### src/rtl/rc4_xor_stream.sv
// ----------------------------------------------------------------------------
// rc4_xor_stream
//
// Consumer side of the RC4 keystream interface. Keystream bytes arrive from
// the key generator over a valid/ready handshake and are prefetched into a
// small FIFO. Each data byte is XORed with the oldest prefetched keystream
// byte. Encryption and decryption are the same operation.
//
// A message of msg_len bytes fetches exactly msg_len keystream bytes. That
// way the generator stays byte-aligned from one message to the next.
//
// Ports
//   clk        : clock, all state updates on the rising edge
//   rst        : asynchronous reset, active low
//   start      : 1-cycle pulse that begins a message (honoured in IDLE only)
//   msg_len    : message length in bytes, sampled when start is accepted
//   busy       : high from the accepted start through the done pulse
//   done       : 1-cycle pulse after the last output byte is handed off
//   ks_data    : keystream byte from the generator
//   ks_valid   : generator offers a keystream byte
//   ks_ready   : this block accepts ks_data this cycle
//   din        : plaintext/ciphertext byte
//   din_valid  : din is valid
//   din_ready  : this block accepts din this cycle
//   dout       : din XOR keystream (registered)
//   dout_valid : dout is valid (registered)
//   dout_ready : downstream accepts dout
// ----------------------------------------------------------------------------
module rc4_xor_stream #(
    parameter int LEN_W      = 16,
    parameter int FIFO_DEPTH = 4
) (
    input  logic             clk,
    input  logic             rst,
    input  logic             start,
    input  logic [LEN_W-1:0] msg_len,
    output logic             busy,
    output logic             done,
    input  logic [7:0]       ks_data,
    input  logic             ks_valid,
    output logic             ks_ready,
    input  logic [7:0]       din,
    input  logic             din_valid,
    output logic             din_ready,
    output logic [7:0]       dout,
    output logic             dout_valid,
    input  logic             dout_ready
);

    localparam int PTR_W = $clog2(FIFO_DEPTH);
    localparam int CNT_W = PTR_W + 1;

    localparam logic [CNT_W-1:0] CNT_FULL = CNT_W'(FIFO_DEPTH);
    localparam logic [CNT_W-1:0] CNT_ONE  = CNT_W'(1);
    localparam logic [CNT_W-1:0] CNT_ZERO = '0;
    localparam logic [PTR_W-1:0] PTR_ONE  = PTR_W'(1);
    localparam logic [LEN_W-1:0] LEN_ONE  = LEN_W'(1);
    localparam logic [LEN_W-1:0] LEN_ZERO = '0;

    typedef enum logic [1:0] {
        ST_IDLE  = 2'd0,
        ST_RUN   = 2'd1,
        ST_DRAIN = 2'd2,
        ST_DONE  = 2'd3
    } state_t;

    state_t           state_reg;
    logic [LEN_W-1:0] ks_rem_reg;   // keystream bytes still to fetch
    logic [LEN_W-1:0] d_rem_reg;    // data bytes still to combine

    logic [7:0]       fifo_mem [FIFO_DEPTH];
    logic [PTR_W-1:0] wr_ptr_reg;
    logic [PTR_W-1:0] rd_ptr_reg;
    logic [CNT_W-1:0] count_reg;
    logic [CNT_W-1:0] count_next;

    logic [7:0]       dout_reg;
    logic             dout_valid_reg;

    logic             in_run;
    logic             fifo_full;
    logic             fifo_empty;
    logic             out_free;
    logic             push;
    logic             fire;
    logic [7:0]       fifo_head;

    // ------------------------------------------------------------------
    // Handshake decode. ks_ready looks only at registered state. A pop in
    // the same cycle therefore does not reopen a full FIFO until the next
    // cycle.
    // ------------------------------------------------------------------
    assign in_run     = (state_reg == ST_RUN);
    assign fifo_full  = (count_reg == CNT_FULL);
    assign fifo_empty = (count_reg == CNT_ZERO);
    assign out_free   = ~dout_valid_reg | dout_ready;

    assign ks_ready   = in_run & ~fifo_full & (ks_rem_reg != LEN_ZERO);
    assign din_ready  = in_run & ~fifo_empty & out_free;

    assign push       = ks_valid & ks_ready;
    assign fire       = din_valid & din_ready;

    // There is no bypass path. A byte pushed while the FIFO is empty can
    // only be popped on the following cycle.
    assign fifo_head  = fifo_mem[rd_ptr_reg];

    assign busy       = (state_reg != ST_IDLE);
    assign done       = (state_reg == ST_DONE);
    assign dout       = dout_reg;
    assign dout_valid = dout_valid_reg;

    // ------------------------------------------------------------------
    // FIFO occupancy
    // ------------------------------------------------------------------
    always_comb begin
        count_next = count_reg;
        case ({push, fire})
            2'b10:   count_next = count_reg + CNT_ONE;
            2'b01:   count_next = count_reg - CNT_ONE;
            default: count_next = count_reg;
        endcase
    end

    // The storage has no reset. Occupancy is tracked by the pointers and
    // the count, so stale contents are never read.
    always_ff @(posedge clk) begin
        if (push) begin
            fifo_mem[wr_ptr_reg] <= ks_data;
        end
    end

    always_ff @(posedge clk or negedge rst) begin
        if (!rst) begin
            wr_ptr_reg <= '0;
            rd_ptr_reg <= '0;
            count_reg  <= '0;
        end else begin
            // The depth is a power of two, so the pointers wrap naturally.
            if (push) begin
                wr_ptr_reg <= wr_ptr_reg + PTR_ONE;
            end
            if (fire) begin
                rd_ptr_reg <= rd_ptr_reg + PTR_ONE;
            end
            count_reg <= count_next;
        end
    end

    // ------------------------------------------------------------------
    // Control FSM and remaining-byte counters. Both counters are decremented
    // only under a handshake that requires them to be nonzero, so they never
    // wrap.
    // ------------------------------------------------------------------
    always_ff @(posedge clk or negedge rst) begin
        if (!rst) begin
            state_reg  <= ST_IDLE;
            ks_rem_reg <= '0;
            d_rem_reg  <= '0;
        end else begin
            if (push) begin
                ks_rem_reg <= ks_rem_reg - LEN_ONE;
            end
            if (fire) begin
                d_rem_reg <= d_rem_reg - LEN_ONE;
            end

            case (state_reg)
                ST_IDLE: begin
                    if (start) begin
                        ks_rem_reg <= msg_len;
                        d_rem_reg  <= msg_len;
                        state_reg  <= (msg_len == LEN_ZERO) ? ST_DONE : ST_RUN;
                    end
                end
                ST_RUN: begin
                    if (fire && (d_rem_reg == LEN_ONE)) begin
                        state_reg <= ST_DRAIN;
                    end
                end
                ST_DRAIN: begin
                    if (dout_valid_reg && dout_ready) begin
                        state_reg <= ST_DONE;
                    end
                end
                ST_DONE: begin
                    state_reg <= ST_IDLE;
                end
                default: begin
                    state_reg <= ST_IDLE;
                end
            endcase
        end
    end

    // ------------------------------------------------------------------
    // Output register. It holds its value while downstream stalls. A new
    // byte may replace the current one in the same cycle the current one is
    // taken, which gives one byte per cycle when streaming.
    // ------------------------------------------------------------------
    always_ff @(posedge clk or negedge rst) begin
        if (!rst) begin
            dout_reg       <= 8'h00;
            dout_valid_reg <= 1'b0;
        end else begin
            if (fire) begin
                dout_reg       <= din ^ fifo_head;
                dout_valid_reg <= 1'b1;
            end else if (dout_ready) begin
                dout_valid_reg <= 1'b0;
            end
        end
    end

endmodule
### config.mk
export PLATFORM = sky130hd
export DESIGN_NAME = rc4_xor_stream
export DESIGN_NICKNAME = d
export VERILOG_FILES = /design/src/rtl/rc4_xor_stream.sv
export SDC_FILE = /design/constraint.sdc
export NUM_CORES = 1
export LEC_CHECK = 0
export BUFFER_PORTS_ARGS = -buffer_cell sky130_fd_sc_hd__clkbuf_2
export CORE_UTILIZATION = 58
export CTS_CLUSTER_DIAMETER = 60
export DETAILED_ROUTE_END_ITERATION = 16
export PLACE_DENSITY = 0.75
export SLEW_MARGIN = 20
export SYNTH_ARGS = -nofsm -noshare
export SYNTH_HDL_FRONTEND = slang
export SYNTH_SLANG_ARGS = --single-unit
### constraint.sdc
create_clock -name clk -period 3.45 [get_ports clk]
set_input_delay 0.69 -clock clk [delete_from_list [all_inputs] [get_ports clk]]
set_output_delay 0.69 -clock clk [all_outputs]
set_load 0.03 [all_outputs]
# Word-level counts from Yosys, hierarchy flattened
# Memories as Yosys holds them, arrays and structs flattened.
# Cells that the tools add are included.
dict set report word_totals {
  regBits 50
  ram_bits 32
  in_bits 38
  rom_bits 0
  mem_count 1
  output_inout_bits 13
  latchBits 0
}
# name words width read_ports rd_clocked_by_memory_dff wr line_no
set mem_list {}
lappend mem_list {fifo_mem 4 8 1 0 1 71} ;# logic [7:0] fifo_mem [FIFO_DEPTH];
dict set report op_classes {
  mux 16
  multipliers 0
  shifts 0
  n_reduce_logical 10
  n_addsub 6
  div 0
  n_bitwise 11
  eq_ne 10
  magnitude_cmp 0
}
# cell count
set ops {}
lappend ops {{$mux W16} 6}
lappend ops {{$sub A16 B1 Y16 const B} 2}
lappend ops {{$eq A16 B1 Y1 const B} 1}
lappend ops {{$logic_not A16 Y1} 1}
lappend ops {{$reduce_bool A16 Y1} 1}
lappend ops {{$mux W2} 4}
lappend ops {{$pmux W2 S4} 1}
lappend ops {{$xor A8 B8 Y8} 1}
lappend ops {{$and A1 B1 Y1} 6}
lappend ops {{$eq A2 B2 Y1 const B} 3}
lappend ops {{$pmux W3 S2} 1}
lappend ops {{$reduce_bool A2 Y1} 3}
lappend ops {{$add A2 B1 Y2 const B} 2}
lappend ops {{$eq A2 B1 Y1 const B} 2}
lappend ops {{$mux W1} 4}
lappend ops {{$ne A2 B2 Y1 const B} 2}
lappend ops {{$add A3 B1 Y3 const B} 1}
lappend ops {{$eq A3 B3 Y1 const B} 1}
lappend ops {{$logic_not A3 Y1} 1}
lappend ops {{$not A1 Y1} 3}
lappend ops {{$reduce_and A3 Y1} 1}
lappend ops {{$sub A3 B1 Y3 const B} 1}
lappend ops {{$logic_and A1 B1 Y1} 2}
lappend ops {{$logic_not A2 Y1} 1}
lappend ops {{other kinds (2)} 2}

# Logic depth before layout (Yosys ltp)
dict set report depth {
  word_depth 8
  ltp_mapped 13
}

# Worst setup path after synthesis
# OpenSTA, ideal clock, no wires.
dict set report synth_timing {
  path_kind {register to register}
  start {register state_reg[1]}
  end {register count_reg[2]}
  stages_incl_launch_ff 14
  slack_ps 739
  synth_period_minus_slack_ps 2711
  t_arrival_ps 2632
  setup_time_ps 79
  t_required_ps 3371
  cell_sequence {dfrtp_1 > inv_1 > ha_1 > buf_2 > and2_1 > nand3_1 > inv_2 > buf_1 > ha_1 > inv_1 > fa_1 > xor2_1 > nor2_1 > xor2_1}
}
dict set report synth_between {
  elab_chain_cells 6
}
# element line_no
set synth_lines {}
lappend synth_lines {{from (decl)} 67} ;# state_t state_reg;
lappend synth_lines {{from (signal assigned)} 173} ;# state_reg <= (msg_len == LEN_ZERO) ? ST_DONE : ST_RUN;
lappend synth_lines {{$eq A2 B1 Y1 *} 93} ;# assign in_run = (state_reg == ST_RUN);
lappend synth_lines {{$and A1 B1 Y1 * (2 in series)} 99} ;# assign din_ready = in_run & ~fifo_empty & out_free;
lappend synth_lines {{$and A1 B1 Y1 *} 102} ;# assign fire = din_valid & din_ready;
lappend synth_lines {{named net fire} 85} ;# logic fire;
lappend synth_lines {{$eq A2 B1 Y1 or $eq A2 B2 Y1 (tied branches)} 118} ;# case ({push, fire})
lappend synth_lines {{$pmux W3 S2 or $reduce_bool A2 Y1 (tied branches)} --}
lappend synth_lines {{to (signal assigned)} 146} ;# count_reg <= count_next;
lappend synth_lines {{to (decl)} 74} ;# logic [CNT_W-1:0] count_reg;
# The timed path passes the listed nets; every way through them passes the cells marked *.
# A chain may end at the register's enable or synchronous reset.

# Final worst setup path
dict set report layout_timing {
  start {register ks_rem_reg[11]}
  end {output ks_ready}
}
dict set report layout_between {
  elab_chain_cells 2
}
# element line_no
set layout_lines {}
lappend layout_lines {{from (decl)} 68} ;# logic [LEN_W-1:0] ks_rem_reg;
lappend layout_lines {{from (signal assigned)} 162} ;# ks_rem_reg <= ks_rem_reg - LEN_ONE;
lappend layout_lines {{from (signal assigned)} 171} ;# ks_rem_reg <= msg_len;
lappend layout_lines {{$reduce_bool A16 Y1} 98} ;# assign ks_ready = in_run & ~fifo_full & (ks_rem_reg != LEN_ZERO);
lappend layout_lines {{$and A1 B1 Y1} 98}
lappend layout_lines {{to (decl)} 41} ;# output logic ks_ready,
# Every way passes these cells.

==> impl_metrics.xml <==
<?xml version="1.0" encoding="UTF-8"?>
<metrics>
  <group name="run_status">
    <metric name="run_status" unit="">finished, final reports clean</metric>
  </group>
  <group name="setup_path">
    <metric name="critPathArrivalTime" unit="ns">2.17</metric>
    <metric name="critical_path.n_buffers_inverters" unit="">2</metric>
    <metric name="critical_path.top_delay_family" unit="">simple AND/OR/NAND/NOR gates</metric>
    <metric name="crit_path_start_kind" unit="">flip-flop</metric>
    <metric name="critical-path-slowest-cell" unit="">or4_4</metric>
    <metric name="cp_cell_sequence" unit="">or4_4 -&gt; nor3b_4 -&gt; buf_4 -&gt; a21oi_1 -&gt; clkbuf_2</metric>
    <metric name="cp_data_required_time" unit="ns">2.76</metric>
    <metric name="worst_path_largest_cell_delay" unit="ns">0.60</metric>
    <metric name="critical_path.endpoint_type" unit="">output pin</metric>
    <metric name="worst-setup-path-type" unit="">reg -&gt; out</metric>
    <metric name="worst-path-max-fanout" unit="">13</metric>
  </group>
  <group name="timing">
    <metric name="post-route-period-util" unit="%">82.95</metric>
    <metric name="layout_min_cycle_time" unit="ns">2.862</metric>
    <metric name="setup_viol" unit="">0</metric>
    <metric name="max_freq" unit="GHz">0.3495</metric>
    <metric name="rsz_0062_raised_after_global_routing" unit="">no</metric>
    <metric name="max_slew_headroom" unit="%">46.52</metric>
    <metric name="setup_slack" unit="ns">0.5884</metric>
    <metric name="report.final.slew_viol_count" unit="">0</metric>
    <metric name="setup-tns-final" unit="ns">0</metric>
    <metric name="worst_slew_pin_slew" unit="ns">0.8023</metric>
    <metric name="hold_violations" unit="">0</metric>
    <metric name="finalHoldWorstSlack" unit="ns">0.3948</metric>
    <metric name="timing.clock.skew" unit="ns">0.01410</metric>
  </group>
  <group name="cells_and_area">
    <metric name="utilization" unit="%">67.57</metric>
    <metric name="final_cell_area" unit="sq um">4901</metric>
    <metric name="n_antenna_cell" unit="">0</metric>
    <metric name="post_layout_nonfiller_instances" unit="">540</metric>
    <metric name="largest_register_ffs" unit="">32</metric>
    <metric name="final_nets" unit="">488</metric>
    <metric name="layout-area-overhead-vs-synth" unit="%">12.53</metric>
    <metric name="fillerInstances" unit="">566</metric>
    <metric name="post_route_cells_drive_above_1_share" unit="%">24.94</metric>
  </group>
  <group name="detailed_routing">
    <metric name="antenna_left" unit="">0</metric>
    <metric name="drc" unit="">0</metric>
    <metric name="via_per_inst" unit="">6.072</metric>
    <metric name="drt_first_iter_violations" unit="">236</metric>
    <metric name="vias" unit="">3279</metric>
    <metric name="postRouteWirelength" unit="um">9426</metric>
    <metric name="detail_route.wl_per_cell" unit="um">17.46</metric>
    <metric name="detailedRoute.firstPassIterationCount" unit="">5</metric>
  </group>
  <group name="run">
    <metric name="timing.max_cap.violations" unit="">0</metric>
  </group>
  <group name="yosys">
    <metric name="synth_seq_cells" unit="">82</metric>
    <metric name="post_synthesis_mux_area_share" unit="%">5.085</metric>
    <metric name="post_synth.cell_area_avg" unit="sq um">11.31</metric>
    <metric name="simple_gate_share_of_the_synthesized_area" unit="%">20.05</metric>
    <metric name="dominantRegCellSynth" unit="">dfrtp_1</metric>
    <metric name="synth_edf_count" unit="">32</metric>
    <metric name="synth_xor_xnor_area_share" unit="%">3.620</metric>
    <metric name="yosysUniqueCellTypes" unit="">65</metric>
    <metric name="synth_top_family_by_area" unit="">simple AND/OR/NAND/NOR gates</metric>
    <metric name="netlist_area" unit="sq um">4355</metric>
    <metric name="syn_nets" unit="">437</metric>
    <metric name="yosysWarnings" unit="">0</metric>
    <metric name="number_of_instances_in_the_synthesized_netlist" unit="">385</metric>
    <metric name="seq_area_frac_synth" unit="%">50.79</metric>
    <metric name="synth_compound_gate_area_share" unit="%">12.75</metric>
    <metric name="synth_adder_area_share" unit="%">4.194</metric>
    <metric name="async_reset_ff_share" unit="%">60.98</metric>
  </group>
  <group name="power_and_ir_drop">
    <metric name="power_total" unit="mW">4.119</metric>
    <metric name="max-vdd-ir-drop" unit="uV">409.5</metric>
    <metric name="power_density" unit="nW/um^2">840.5</metric>
    <metric name="p_leak" unit="nW">1.898</metric>
  </group>
  <group name="cts">
    <metric name="clock-root-buffer" unit="">clkbuf_8</metric>
    <metric name="cts_setup_buffers" unit="">0</metric>
    <metric name="latest_clock_arrival_within_the_worst_skew_pair" unit="ns">0.37</metric>
    <metric name="cts.repair.resized" unit="">0</metric>
    <metric name="hold_buffers" unit="">0</metric>
    <metric name="clkSlewWorstSetupHoldPaths" unit="ns">0.10</metric>
    <metric name="cts_num_sinks" unit="">82</metric>
    <metric name="cts-buffers-inserted" unit="">9</metric>
    <metric name="clock_path_buffers" unit="">2</metric>
    <metric name="htreeDepth" unit="">3</metric>
    <metric name="tritoncts_clock_tree" unit="">built</metric>
  </group>
  <group name="floorplanning">
    <metric name="dieHeight" unit="um">88.66</metric>
    <metric name="design.portCount" unit="">51</metric>
    <metric name="rows" unit="">31</metric>
    <metric name="die_span_x" unit="um">88.66</metric>
    <metric name="die-area" unit="sq um">7860</metric>
    <metric name="initial_utilization" unit="%">60.05</metric>
    <metric name="core-area" unit="sq um">7253</metric>
  </group>
  <group name="grt">
    <metric name="grt.met3_usage" unit="%">4.011</metric>
    <metric name="largest_net_degree_at_the_start_of_global_routing" unit="">32</metric>
    <metric name="use_met2" unit="%">39.02</metric>
    <metric name="groute.usage.overall" unit="%">26.07</metric>
    <metric name="grt_pass1_wl" unit="um">15040</metric>
    <metric name="grt_most_used_layer" unit="">met2</metric>
    <metric name="antenna_found_initial" unit="">0</metric>
    <metric name="grt_overflow_total" unit="">0</metric>
    <metric name="groute.layer.met1.usage" unit="%">38.65</metric>
    <metric name="grt_pass1_vias" unit="">2970</metric>
  </group>
  <group name="placement">
    <metric name="placed_cells_incl_taps" unit="">524</metric>
    <metric name="detailedPlacementHpwl" unit="um">6914</metric>
    <metric name="io_buffer_count" unit="">50</metric>
    <metric name="final_weighted_congestion_in_routability_driven_placement" unit="">0.8315</metric>
    <metric name="place_worst_setup_slack" unit="ns">0.6266</metric>
    <metric name="placement.cell_area" unit="sq um">4701</metric>
  </group>
  <group name="hold_path">
    <metric name="worst_hold_path_type" unit="">in -&gt; async</metric>
  </group>
</metrics>
-- worst reg2reg max path, stage by stage, from the launching register on --
cell	delay, ns
dfrtp_1	0.41
inv_1	0.12
ha_1	0.16
buf_4	0.17
and2_1	0.19
nand3_1	0.22
inv_2	0.33
ha_1	0.24
inv_1	0.07
fa_1	0.38
xor2_1	0.15
nor2_1	0.11
xor2_1	0.16
-- layout by cell type (no fill, tap or decap), types with 14 or more instances in the layout --
master,Yosys,final
nor4_1,15,15
a31oi_1,14,14
xnor2_1,14,14
clkbuf_2,0,50
edfxtp_1,32,32
dfrtp_1,50,50
nor2_1,39,39
inv_1,18,18
nand2_1,14,14
-- synthesized netlist by cell type, types with 3 or more instances --
library cell	instances	area share, %
dfrtp_1	50	29
nor2_1	39	3.4
edfxtp_1	32	22
inv_1	18	1.6
nor4_1	15	2.2
a31oi_1	14	2.0
nand2_1	14	1.2
xnor2_1	14	2.8
ha_1	13	3.7
nand3_1	13	1.5
a21oi_1	12	1.4
nor3_1	12	1.4
a211oi_1	9	1.6
clkbuf_1	9	0.78
o31ai_1	9	1.6
mux4_2	8	4.1
and2_1	7	1.0
nand2b_1	7	1.0
or4_1	7	1.2
or3_1	6	0.86
buf_2	5	0.57
nand4_1	5	0.72
o21ai_0	5	0.57
a31o_2	4	0.80
and4_1	4	0.80
xor2_1	4	0.80
a211oi_2	3	0.86
mux2i_1	3	0.69
-- layer usage --
metal | up-vias | wire [um]
met2 | 107 | 4391
li1 | 1567 | -
met4 | 0 | 157
met3 | 20 | 581
met5 | - | 0
met1 | 1585 | 4296
-- worst paths after layout --
path,to,cells after the start,from,slack [ns]
hold reg to reg,count_reg[2],1,count_reg[2],0.51
min in group clk,count_reg[2],1,count_reg[2],0.51
hold / removal,d_rem_reg[14],1,rst,0.39
max in group asynchronous,count_reg[1],2,rst,2.26
setup reg to reg,count_reg[2],12,state_reg[1],0.65
setup / recovery,ks_ready,5,ks_rem_reg[11],0.59
-- final cells by class --
type,count,area [sq um],share of cell area (%)
inverters,19,71.32,1.455
multi-input cells,267,1991,40.62
repair buffers,57,302.8,6.178
clock buffers,9,123.9,2.527
flip-flops and latches,82,2212,45.14
well taps,99,123.9,2.527
clock inverters,7,76.32,1.557
-- report_power, final --
part           internal, mW  switching, mW  total [mW]
sequential             1.33          0.348        1.68
clock                 0.289          0.411       0.700
combinational         0.747          0.989        1.74
total                  2.37           1.75        4.12
-- cell families (layout without fill, tap and decap cells) --
group / after synthesis / after routing
xor gates and xnor gates: 18 / 18
buffers and inverters: 36 / 92
AOI/OAI and AO/OA: 74 / 74
adders and majority gates: 14 / 14
DFF: 82 / 82
and+or+nand+nor: 149 / 149
muxes: 12 / 12
(Power assumes the default switching activity.)
